File: config.mk
export PLATFORM = sky130hd
export DESIGN_NAME = piece_lock_clear
export DESIGN_NICKNAME = d
export VERILOG_FILES = /design/src/rtl/piece_lock_clear.sv
export SDC_FILE = /design/constraint.sdc
export NUM_CORES = 1
export LEC_CHECK = 0
export BUFFER_PORTS_ARGS = -buffer_cell sky130_fd_sc_hd__buf_2
export CORE_MARGIN = 2
export CORE_UTILIZATION = 55
export DETAILED_ROUTE_END_ITERATION = 16
export HOLD_SLACK_MARGIN = 0.02
export PLACE_DENSITY = 0.8
export SYNTH_ARGS = -nofsm -noshare
export SYNTH_HDL_FRONTEND = slang
export SYNTH_SLANG_ARGS = --single-unit
File: constraint.sdc
create_clock -name clk -period 8.1 [get_ports clk]
set_clock_uncertainty 0.15 [all_clocks]
set_input_delay 0.405 -clock clk [delete_from_list [all_inputs] [get_ports clk]]
set_output_delay 0.405 -clock clk [all_outputs]
set_load 0.01 [all_outputs]
File: src/rtl/piece_lock_clear.sv
// piece_lock_clear: locks a landed tetromino into the board RAM, then
// scans the board bottom-up, clears full rows by shifting the rows above
// them down by one, and reports how many lines were cleared.
// Optional feature: define TETRIS_SCORE_EN to build the running score
// register; otherwise score is tied to zero.

module piece_lock_clear #(
  parameter int BOARD_W     = 10,
  parameter int BOARD_H     = 24,
  parameter int HIDDEN_ROWS = 2
) (
  input  logic        clk,
  input  logic        reset,
  input  logic        start,
  input  logic [4:0]  X_anchor,
  input  logic [5:0]  Y_anchor,
  input  logic [2:0]  block,
  input  logic [5:0]  ram_Q,
  output logic [7:0]  ram_addr,
  output logic [5:0]  ram_data,
  output logic        ram_wren,
  output logic        busy,
  output logic        done,
  output logic [2:0]  lines_cleared,
  output logic        game_over,
  output logic [15:0] score
);

  localparam int RW = $clog2(BOARD_H);
  localparam logic [7:0] W8 = 8'(BOARD_W);

  typedef enum logic [2:0] {
    IDLE,
    LOCK,
    SCAN,
    SHIFT,
    CLEARTOP,
    FINISH
  } state_t;

  state_t         state_q, state_d;
  logic [3:0]     cnt_q, cnt_d;
  logic           phase_q, phase_d;
  logic [RW-1:0]  row_q, row_d;
  logic [RW-1:0]  shift_q, shift_d;
  logic [2:0]     lines_cnt_q, lines_cnt_d;
  logic [2:0]     lines_q, lines_d;
  logic           full_q, full_d;
  logic           game_over_q, game_over_d;
  logic [4:0]     x_q, x_d;
  logic [5:0]     y_q, y_d;
  logic [2:0]     blk_q, blk_d;

  logic [7:0]     coord_x;
  logic [7:0]     coord_y;
  logic [5:0]     colour;
  logic [1:0]     off_x;
  logic [1:0]     off_y;
  logic [7:0]     cell_row;
  logic [7:0]     cell_col;
  logic [7:0]     lock_addr;
  logic [3:0]     scan_col;
  logic           row_full;

  // Piece shapes at rotation 0: {colour, coord_y, coord_x}, offset i in bits [2i+1:2i].
  function automatic logic [21:0] piece_lut(input logic [2:0] b);
    case (b)
      3'd0:    return {6'd1, 8'h00, 8'hE4};  // I, horizontal
      3'd1:    return {6'd2, 8'hE4, 8'h00};  // I, vertical
      3'd2:    return {6'd3, 8'h50, 8'h44};  // O
      3'd3:    return {6'd4, 8'h40, 8'h64};  // T
      3'd4:    return {6'd5, 8'h50, 8'h49};  // S
      3'd5:    return {6'd6, 8'h50, 8'h94};  // Z
      3'd6:    return {6'd7, 8'h54, 8'h90};  // J
      default: return {6'd8, 8'h54, 8'h92};  // L
    endcase
  endfunction

  // First RAM address of a board row.
  function automatic logic [7:0] row_base(input logic [RW-1:0] r);
    return 8'(r) * W8;
  endfunction

  // Decode the latched piece and the cell currently being locked.
  always_comb begin
    {colour, coord_y, coord_x} = piece_lut(blk_q);
    off_x     = coord_x[{cnt_q[1:0], 1'b0} +: 2];
    off_y     = coord_y[{cnt_q[1:0], 1'b0} +: 2];
    cell_row  = 8'(y_q) + 8'(off_y);
    cell_col  = 8'(x_q) + 8'(off_x);
    lock_addr = cell_row * W8 + cell_col;
    scan_col  = (cnt_q == 4'(BOARD_W)) ? 4'(BOARD_W - 1) : cnt_q;
    row_full  = full_q & (ram_Q != 6'd0);
  end

  // Controller: next state, counters and the RAM port for the current cycle.
  always_comb begin
    state_d     = state_q;
    cnt_d       = cnt_q;
    phase_d     = phase_q;
    row_d       = row_q;
    shift_d     = shift_q;
    lines_cnt_d = lines_cnt_q;
    lines_d     = lines_q;
    full_d      = full_q;
    game_over_d = game_over_q;
    x_d         = x_q;
    y_d         = y_q;
    blk_d       = blk_q;
    ram_addr    = 8'd0;
    ram_data    = 6'd0;
    ram_wren    = 1'b0;
    done        = 1'b0;

    case (state_q)
      IDLE: begin
        if (start) begin
          x_d         = X_anchor;
          y_d         = Y_anchor;
          blk_d       = block;
          lines_cnt_d = 3'd0;
          cnt_d       = 4'd0;
          state_d     = LOCK;
        end
      end

      LOCK: begin
        ram_addr = lock_addr;
        ram_data = colour;
        ram_wren = 1'b1;
        if (cell_row < 8'(HIDDEN_ROWS)) begin
          game_over_d = 1'b1;
        end
        if (cnt_q == 4'd3) begin
          cnt_d   = 4'd0;
          row_d   = RW'(BOARD_H - 1);
          state_d = SCAN;
        end else begin
          cnt_d = cnt_q + 4'd1;
        end
      end

      SCAN: begin
        // Read data lags the address by one cycle, so the verdict for the
        // row is available on the extra eleventh cycle.
        ram_addr = row_base(row_q) + 8'(scan_col);
        full_d   = (cnt_q == 4'd0) ? 1'b1 : row_full;
        if (cnt_q == 4'(BOARD_W)) begin
          cnt_d   = 4'd0;
          phase_d = 1'b0;
          if (row_full) begin
            if (lines_cnt_q != 3'd4) begin
              lines_cnt_d = lines_cnt_q + 3'd1;
            end
            if (row_q == '0) begin
              state_d = CLEARTOP;
            end else begin
              shift_d = row_q;
              state_d = SHIFT;
            end
          end else if (row_q == '0) begin
            lines_d = lines_cnt_q;
            state_d = FINISH;
          end else begin
            row_d = row_q - RW'(1);
          end
        end else begin
          cnt_d = cnt_q + 4'd1;
        end
      end

      SHIFT: begin
        if (!phase_q) begin
          ram_addr = row_base(shift_q - RW'(1)) + 8'(cnt_q);
          phase_d  = 1'b1;
        end else begin
          ram_addr = row_base(shift_q) + 8'(cnt_q);
          ram_data = ram_Q;
          ram_wren = 1'b1;
          phase_d  = 1'b0;
          if (cnt_q == 4'(BOARD_W - 1)) begin
            cnt_d   = 4'd0;
            shift_d = shift_q - RW'(1);
            if (shift_q == RW'(1)) begin
              state_d = CLEARTOP;
            end
          end else begin
            cnt_d = cnt_q + 4'd1;
          end
        end
      end

      CLEARTOP: begin
        // The row that dropped into the cleared slot must be rechecked,
        // so the scan resumes on the same row.
        ram_addr = 8'(cnt_q);
        ram_data = 6'd0;
        ram_wren = 1'b1;
        if (cnt_q == 4'(BOARD_W - 1)) begin
          cnt_d   = 4'd0;
          state_d = SCAN;
        end else begin
          cnt_d = cnt_q + 4'd1;
        end
      end

      FINISH: begin
        done    = 1'b1;
        state_d = IDLE;
      end

      default: begin
        state_d = IDLE;
      end
    endcase
  end

  // State and datapath registers.
  always_ff @(posedge clk or posedge reset) begin
    if (reset) begin
      state_q     <= IDLE;
      cnt_q       <= 4'd0;
      phase_q     <= 1'b0;
      row_q       <= '0;
      shift_q     <= '0;
      lines_cnt_q <= 3'd0;
      lines_q     <= 3'd0;
      full_q      <= 1'b0;
      game_over_q <= 1'b0;
      x_q         <= 5'd0;
      y_q         <= 6'd0;
      blk_q       <= 3'd0;
    end else begin
      state_q     <= state_d;
      cnt_q       <= cnt_d;
      phase_q     <= phase_d;
      row_q       <= row_d;
      shift_q     <= shift_d;
      lines_cnt_q <= lines_cnt_d;
      lines_q     <= lines_d;
      full_q      <= full_d;
      game_over_q <= game_over_d;
      x_q         <= x_d;
      y_q         <= y_d;
      blk_q       <= blk_d;
    end
  end

  assign busy          = (state_q != IDLE);
  assign lines_cleared = lines_q;
  assign game_over     = game_over_q;

`ifdef TETRIS_SCORE_EN
  logic [15:0] score_q, score_d;
  logic [3:0]  points;
  logic [16:0] score_sum;

  // Award points on entry to FINISH so the new total is visible with done.
  always_comb begin
    case (lines_cnt_q)
      3'd1:    points = 4'd1;
      3'd2:    points = 4'd3;
      3'd3:    points = 4'd5;
      3'd4:    points = 4'd8;
      default: points = 4'd0;
    endcase
    score_sum = {1'b0, score_q} + 17'(points);
    score_d   = score_q;
    if (state_q == SCAN && state_d == FINISH) begin
      score_d = score_sum[16] ? 16'hFFFF : score_sum[15:0];
    end
  end

  // Score register, cleared only by reset.
  always_ff @(posedge clk or posedge reset) begin
    if (reset) begin
      score_q <= 16'd0;
    end else begin
      score_q <= score_d;
    end
  end

  assign score = score_q;
`else
  assign score = 16'd0;
`endif

endmodule

== Yosys cells after proc, flatten, opt, wreduce, memory -nomap -nowiden ==
Cells that the tools add are included.

* Bits in registers: 40
* Input bits: 23
* Output and inout port bits: 37
* Logic and storage cells: 125

* $add $sub $neg: 10
* Multiply operators: 4
* Order comparisons: 1
* Equality and inequality tests: 28
* Shift-type cells: 2
* Mux-type cells: 46
* Bitwise gates (word level): 2
* Reductions and logical operators: 20

{| class="wikitable"
|+ Operators by type and width
! kind !! count
|-
| one-hot mux 20 bit (7 select lines) || 1
|-
| 2-to-1 mux 5 bit || 9
|-
| 2-to-1 mux 3 bit || 14
|-
| one-hot mux 8 bit (4 select lines) || 1
|-
| adder 8 x 4 -> 8 bit || 3
|-
| 2-to-1 mux 4 bit || 6
|-
| != test 2 bit, second input constant || 11
|-
| multiplier 5 x 3 -> 7 bit, second input constant || 3
|-
| one-hot mux 4 bit (5 select lines) || 1
|-
| one-hot mux 5 bit (2 select lines) || 2
|-
| indexed part select 8 x 4 -> 2 bit || 2
|-
| == test 3 bit, second input constant || 5
|-
| one-hot mux 3 bit (5 select lines) || 1
|-
| == test 3 x 2 -> 1 bit, second input constant || 4
|-
| one-hot mux 6 bit (2 select lines) || 1
|-
| AND reduction 5 bit || 2
|-
| subtractor 5 x 1 -> 5 bit, second input constant || 2
|-
| adder 8 x 6 -> 8 bit || 1
|-
| == test 4 bit, second input constant || 2
|-
| 2-to-1 mux 8 bit || 1
|-
| AND reduction 8 bit || 1
|-
| adder 6 x 2 -> 7 bit || 1
|-
| < comparator 7 x 2 -> 1 bit, second input constant || 1
|-
| multiplier 7 x 3 -> 7 bit, second input constant || 1
|-
| 25 further kinds || 37
|}

== Logic depth before layout (Yosys ltp) ==
Gate-level depths: netlist (run 1).

* Depth after elaboration: 7
* Depth in mapped cells: 18
* Gate-level depth less buffers: 17

== Worst setup path after synthesis (run 1) ==
OpenSTA, ideal clock, no wires.

* Path kind: register -> output
* Start: register cnt_q[1]
* End: output port ram_addr[7]
* Arrival time: 3.851 ns
* Required time: 7.545 ns
* Slack: 3.694 ns
* Stages on the path, launching flop included: 17
* Cell sequence: dfrtp_1 -> clkbuf_1 -> inv_1 -> nor4_1 -> ha_1 -> a21o_1 -> nand2_1 -> xnor2_1 -> ha_1 -> ha_1 -> ha_1 -> ha_1 -> a21oi_1 -> nand2b_1 -> a21oi_1 -> xnor2_1 -> o211ai_1

* Cells in the longest elaborated chain, start to end: 5

{| class="wikitable"
|+ Ends and longest elaborated chain
! element !! RTL line !! text
|-
| start, declared || 42 || <nowiki>logic [3:0] cnt_q, cnt_d;</nowiki>
|-
| start signal, assigned || 235 || <nowiki>cnt_q <= cnt_d;</nowiki>
|-
| indexed part select 8 x 4 -> 2 bit || 88 || <nowiki>off_y = coord_y[{cnt_q[1:0], 1'b0} +: 2];</nowiki>
|-
| adder 6 x 2 -> 7 bit || 89 || <nowiki>cell_row = 8'(y_q) + 8'(off_y);</nowiki>
|-
| multiplier 7 x 3 -> 7 bit || 91 || <nowiki>lock_addr = cell_row * W8 + cell_col;</nowiki>
|-
| adder 8 x 6 -> 8 bit || 91 ||
|-
| one-hot mux 8 bit (4 select lines) * || 115 || <nowiki>case (state_q)</nowiki>
|-
| end, declared || 19 || <nowiki>output logic [7:0] ram_addr,</nowiki>
|}

Mark *: on every way between the ends. The rest lies on a longest branch, timed or not.

== Final worst setup path (run 1) ==
Ends and elaborated chain as after synthesis.

==> results of run 1 <==
==> layout by cell type, fill, tap and decap left out, types with 4 or more instances in the layout <==
cell,n
buf_2,43
xnor2_1,18
o22ai_1,7
nand2_1,37
a21oi_1,24
and2_1,5
inv_1,27
xor2_1,18
a22oi_1,8
o21ai_0,26
mux2_2,17
a31oi_1,4
nor2b_1,6
nor3_1,10
fa_1,9
nand3_1,9
conb_1,16
clkbuf_8,5
mux2i_1,8
ha_1,51
a2bb2oi_1,4
a21o_1,11
dfrtp_1,40
o211ai_1,6
nor2_1,19
==> metrics by stage <==
stage	hold WS (ns)	instance area [µm²]	util, %	worst slack (ns)
after floorplan	0.3375	4163	-	3.694
after global placement	0.3208	4307	59.38	3.514
after detailed placement	0.3134	4307	59.38	3.415
after CTS	0.09276	4414	60.86	3.073
after global routing	0.1228	4414	60.86	2.778
final	0.06858	4414	60.86	3.045
==> worst max-delay path by stage <==
| stage | slack [ns] | depth (start not counted) | to |
|---|---|---|---|
| after floorplan | 3.69 | 16 | ram_addr[7] |
| after global placement | 3.51 | 16 | ram_addr[7] |
| after detailed placement | 3.41 | 16 | ram_addr[7] |
| after CTS | 3.07 | 16 | ram_addr[7] |
| after global routing | 2.78 | 16 | ram_addr[7] |
| final | 3.05 | 16 | ram_addr[7] |
==> critical path, delay by kind of cell (launching register included) <==
kind / cells / cell delay (ns)
simple gates: 3 / 0.74
buf+inv: 2 / 0.39
compound gates: 4 / 0.61
xor+xnor: 2 / 0.35
flops: 1 / 0.60
fa+ha+maj: 5 / 1.51
==> logic make-up after synthesis <==
kind of cell / Yosys count / share of synthesized area (%)
other cells: 1 / 0.09132
flops: 40 / 24.38
xor+xnor: 36 / 7.678
buf+inv: 65 / 7.953
mux: 25 / 6.612
fa+ha+maj: 60 / 19.93
compound gates: 114 / 19.50
simple gates: 111 / 13.86
==> layer usage <==
metal  vias to the layer above  routed length, µm
met1                      1664               4070
met5                         -                  0
met3                        22                656
li1                       1651                  -
met2                       177               4455
met4                         0                151
==> flip-flops by register name (all words and copies together) (netlist names) <==
register	count
state_q	3
full_q	1
lines_cnt_q	3
cnt_q	4
shift_q	5
x_q	5
y_q	6
phase_q	1
blk_q	3
row_q	5
game_over	1
lines_cleared	3
==> area by class of cell <==
type	instances	area share, %
Inverter	29	2.466
Multi-Input combinational cell	362	64.23
Clock inverter	2	0.7937
Tap cell	99	2.806
Clock buffer	6	1.644
Timing Repair Buffer	46	5.385
Sequential cell	40	22.68
==> metrics.csv, run 1 <==
metric,value,unit
outcome,finished clean,
die_x,90.41,µm
synth_ff_type,dfrtp_1,
fin_crit,5.055,ns
nets,567,
place.gp.congestion,0.8922,
drt-initial-drc-count,297,
grt_overflow,0,
reg2reg_depth,4,
drc_errors,0,
grt_max_degree,41,
r2r_setup_slack,5.07,ns
firstDrtPassIters,5,
io_buffers,43,
h-tree-depth,2,
multi_input_area,0.002835,mm²
cts.hold.buffers_added,0,
synth_edf_count,0,
post_cts_resize_count,0,
synth_area_leaders,"dfrtp_1, ha_1, mux2_2",
area.growth.synth_to_final,7.495,%
start_util,56.62,%
cap_viol_max_count,0,
routed_wl,9334,µm
ant_nets,0,
synth.most_common_cell,ha_1,
register_area,0.001001,mm²
stdcell_count,584,
rr_endpoint,lines_cleared[1]$_DFFE_PP0P_,
cts_tree,built,
crit_chain,inv_1 > nor4_1 > ha_1 > a21o_1 > nand2_1 > xnor2_1 > ha_1 > ha_1 > ha_1 > ha_1 > a21oi_1 > nand2b_1 > a21oi_1 > xnor2_1 > o211ai_1 > buf_2,
async_reset_ff_share,100.0,%
fin_crit_sh,62.40,%
antenna_found_initial,0,
hp-class,in2async,
criticalPathCategory,reg2out,
core,0.007253,mm²
hold_violations,0,
viasPerCell,6.017,
worstMarginPinSlew,0.7096,ns
ys_types,63,
synthTopCellsByCount,"ha_1, dfrtp_1, nand2_1",
synth-seq-cells,40,
cp-start-kind,flip-flop,
syn_inst,452,
r2r_start,state_q[1]$_DFFE_PP0P_,
cp.required,7.55,ns
dp_hpwl,7118,µm
tns,0,ns
grt_usage,23.68,%
clk_latency,0.30,ns
cts_buffers,5,
avgRoutedWirePerCell,15.98,µm
met2_usage,39.41,%
vias,3514,
rsz0062_at_grt,no,
drv_slew,0,
dieArea,0.008173,mm²
max_freq,197.8,MHz
grt_use_met3,3.255,%
cp_max_fo,13,
crit_arrival,4.50,ns
ys_seq_area_share,24.38,%
fillers,621,
crit_path_max_incr_delay,0.60,ns
timing.critical_path.from,cnt_q[1]$_DFFE_PP0P_,
clockBufferDepth,2,
cts.clk_slew.worst_paths,0.08,ns
drive_above_1_share,16.49,%
grt_use_met1,32.51,%
crit_slowest_cell,dfrtp_1,
yosysTopAreaCell,dfrtp_1,
worst_path_most_repeated_cell,ha_1,
ios,60,
die_y,90.41,µm
cts_root_buf,clkbuf_8,
synth_area_per_cell,9.085,µm²
cts_setup_buffers,0,
crit_path_end_kind,output pin,
diodes,0,
finalSetupViolations,0,
busiest_layer,met2,
syn_area,0.004106,mm²
ys_warn_count,0,
post-place-cells,576,
slew_headroom,52.60,%
rows,31,
grt_pass1_vias,3324,
grt_pass1_wl,15890,µm
yosysTopAreaCellShare,24.38,%
clock_sinks,40,
Power of run 1 is left out: the tool's default activity adds up to more than one toggle a clock period on the data nets, which glitch-free logic cannot reach.
==> run 2: changes to the inputs <==
==> constraint.sdc (replaced) <==
create_clock -name clk -period 5.1 [get_ports clk]
set_clock_uncertainty 0.15 [all_clocks]
set_input_delay 0.255 -clock clk [delete_from_list [all_inputs] [get_ports clk]]
set_output_delay 0.255 -clock clk [all_outputs]
set_load 0.01 [all_outputs]
==> run 2 against run 1 <==
  * Sequential share of layout area fell by 0.083 points
  * Via count decreased by 1.0%
  * First-iteration DRC count rose by 14%
  * Critical path depth stayed put
  * Critical path type unchanged
  * Largest cell class unchanged
  * Highest routed layer unchanged
==> metrics.csv, run 2 (synthesis gave the netlist of run 1 again) <==
metric,value,unit,change
outcome,finished clean,,
place.gp.congestion,0.8922,,unchanged
drive_above_1_share,16.67,%,+0.17 points
grt_pass1_wl,15980,µm,+0.57%
nets,568,,+0.18%
grt_overflow,0,,unchanged
firstDrtPassIters,6,,+1
dp_hpwl,7084,µm,-0.47%
mostFrequentLayoutCell,ha_1,,
max_freq,210.5,MHz,
core,0.007253,mm²,unchanged
cp.required,4.70,ns,-2.85 ns
rsz0062_at_grt,no,,
drc_errors,0,,unchanged
clockBufferDepth,2,,unchanged
fin_crit_sh,93.16,%,
area.growth.synth_to_final,7.892,%,
drv_slew,0,,unchanged
cts_setup_buffers,0,,unchanged
slew_headroom,51.20,%,-1.4 points
vias,3478,,-1.0%
drt-initial-drc-count,340,,+14%
dieArea,0.008173,mm²,unchanged
crit_arrival,4.35,ns,-0.15 ns
fillers,601,,-3.2%
clk_latency,0.30,ns,about the same
routed_wl,9323,µm,-0.12%
cp_max_fo,13,,unchanged
hold_violations,0,,unchanged
avgRoutedWirePerCell,15.94,µm,-0.29%
h-tree-depth,2,,unchanged
grt_usage,23.73,%,+0.045 points
ant_nets,0,,unchanged
criticalPathCategory,reg2out,,
diodes,0,,unchanged
die_y,90.41,µm,unchanged
tns,0,ns,unchanged
layout_common_cells,"ha_1, buf_2, dfrtp_1, nand2_1, inv_1",,
cap_viol_max_count,0,,unchanged
grt_pass1_vias,3343,,+0.57%
rows,31,,unchanged
cts_buffers,5,,unchanged
largest_register,y_q,,
viasPerCell,5.945,,-1.2%
die_x,90.41,µm,unchanged
ios,60,,unchanged
crit_path_end_kind,output pin,,
fin_crit,4.751,ns,
finalSetupViolations,0,,unchanged
start_util,56.62,%,unchanged
cts.clk_slew.worst_paths,0.08,ns,about the same
cts_root_buf,clkbuf_8,,
largest_reg_flops,6,,unchanged
cts_tree,built,,
cp-start-kind,flip-flop,,
holdPathStages,2,,
antenna_found_initial,0,,unchanged
io_buffers,43,,unchanged
grt_max_degree,41,,unchanged
clock_sinks,40,,unchanged
worstMarginPinSlew,0.7305,ns,+0.02095 ns
reg2reg_depth,4,,unchanged
hp-class,in2reg,,
[run 2: critical path: stages, from the launching register on]
cell	delay [ns]
dfrtp_1	0.58
inv_1	0.23
nor4_2	0.41
ha_1	0.30
a21o_1	0.17
nand2_1	0.09
xnor2_1	0.20
ha_1	0.30
ha_1	0.30
ha_1	0.27
ha_1	0.31
a21oi_1	0.20
nand2b_1	0.13
a21oi_1	0.08
xnor2_1	0.16
o211ai_1	0.16
buf_2	0.16
[run 2: cell type report]
type | count | area, µm² | area share, %
Clock buffer | 6 | 72.57 | 1.638
Sequential cell | 40 | 1001 | 22.59
Clock inverter | 2 | 35.03 | 0.7907
Inverter | 29 | 108.9 | 2.457
Multi-Input combinational cell | 362 | 2841 | 64.13
Tap cell | 99 | 123.9 | 2.796
Timing Repair Buffer | 47 | 247.7 | 5.592
[run 2: repair_timing]
item | 4_1_cts | 5_1_grt
hold endpoints to repair | 40 | 0
hold buffers | 1 | 0
resized for setup | 0 | 1
setup endpoints to repair | 0 | 1
[run 2: final timing paths]
check / slack (ns) / endpoint / start
setup / recovery: 0.35 / ram_addr[7] / cnt_q[1]$_DFFE_PP0P_
hold / removal: 0.03 / x_q[3]$_DFFE_PP0P_ / X_anchor[3]
setup reg to reg: 2.06 / lines_cleared[1]$_DFFE_PP0P_ / state_q[1]$_DFFE_PP0P_
hold reg to reg: 0.34 / game_over$_DFFE_PP0P_ / game_over$_DFFE_PP0P_
max in group asynchronous: 3.97 / state_q[0]$_DFFE_PP0P_ / reset
min in group asynchronous: 0.46 / lines_cnt_q[0]$_DFFE_PP0P_ / reset
[run 2: per-layer routing]
layer / up-vias / share of wire (%) / global-route usage (%)
li1: 1651 / - / -
met1: 1641 / 44 / 32.69
met2: 165 / 48 / 38.97
met3: 21 / 6.3 / 3.339
met4: 0 / 2.0 / 7.051
met5: - / 0 / 0
[run 2: stage by stage]
| step | utilization (%) | cells | worst slack [ns] | hold slack [ns] | cell area (µm²) |
|---|---|---|---|---|---|
| 4_1_cts | 61.00 | 585 | 0.2207 | 0.03164 | 4424 |
| 5_1_grt | 61.08 | 585 | 0.04437 | 0.03338 | 4431 |
| 6_report | 61.08 | 585 | 0.3488 | 0.03167 | 4431 |
| 3_3_place_gp | 59.38 | 576 | 0.6638 | 0.2651 | 4307 |
| 2_1_floorplan | - | 467 | 0.8439 | 0.2218 | 4163 |
| 3_5_place_dp | 59.38 | 576 | 0.5510 | 0.2652 | 4307 |
Power of run 2 is left out for the same reason.
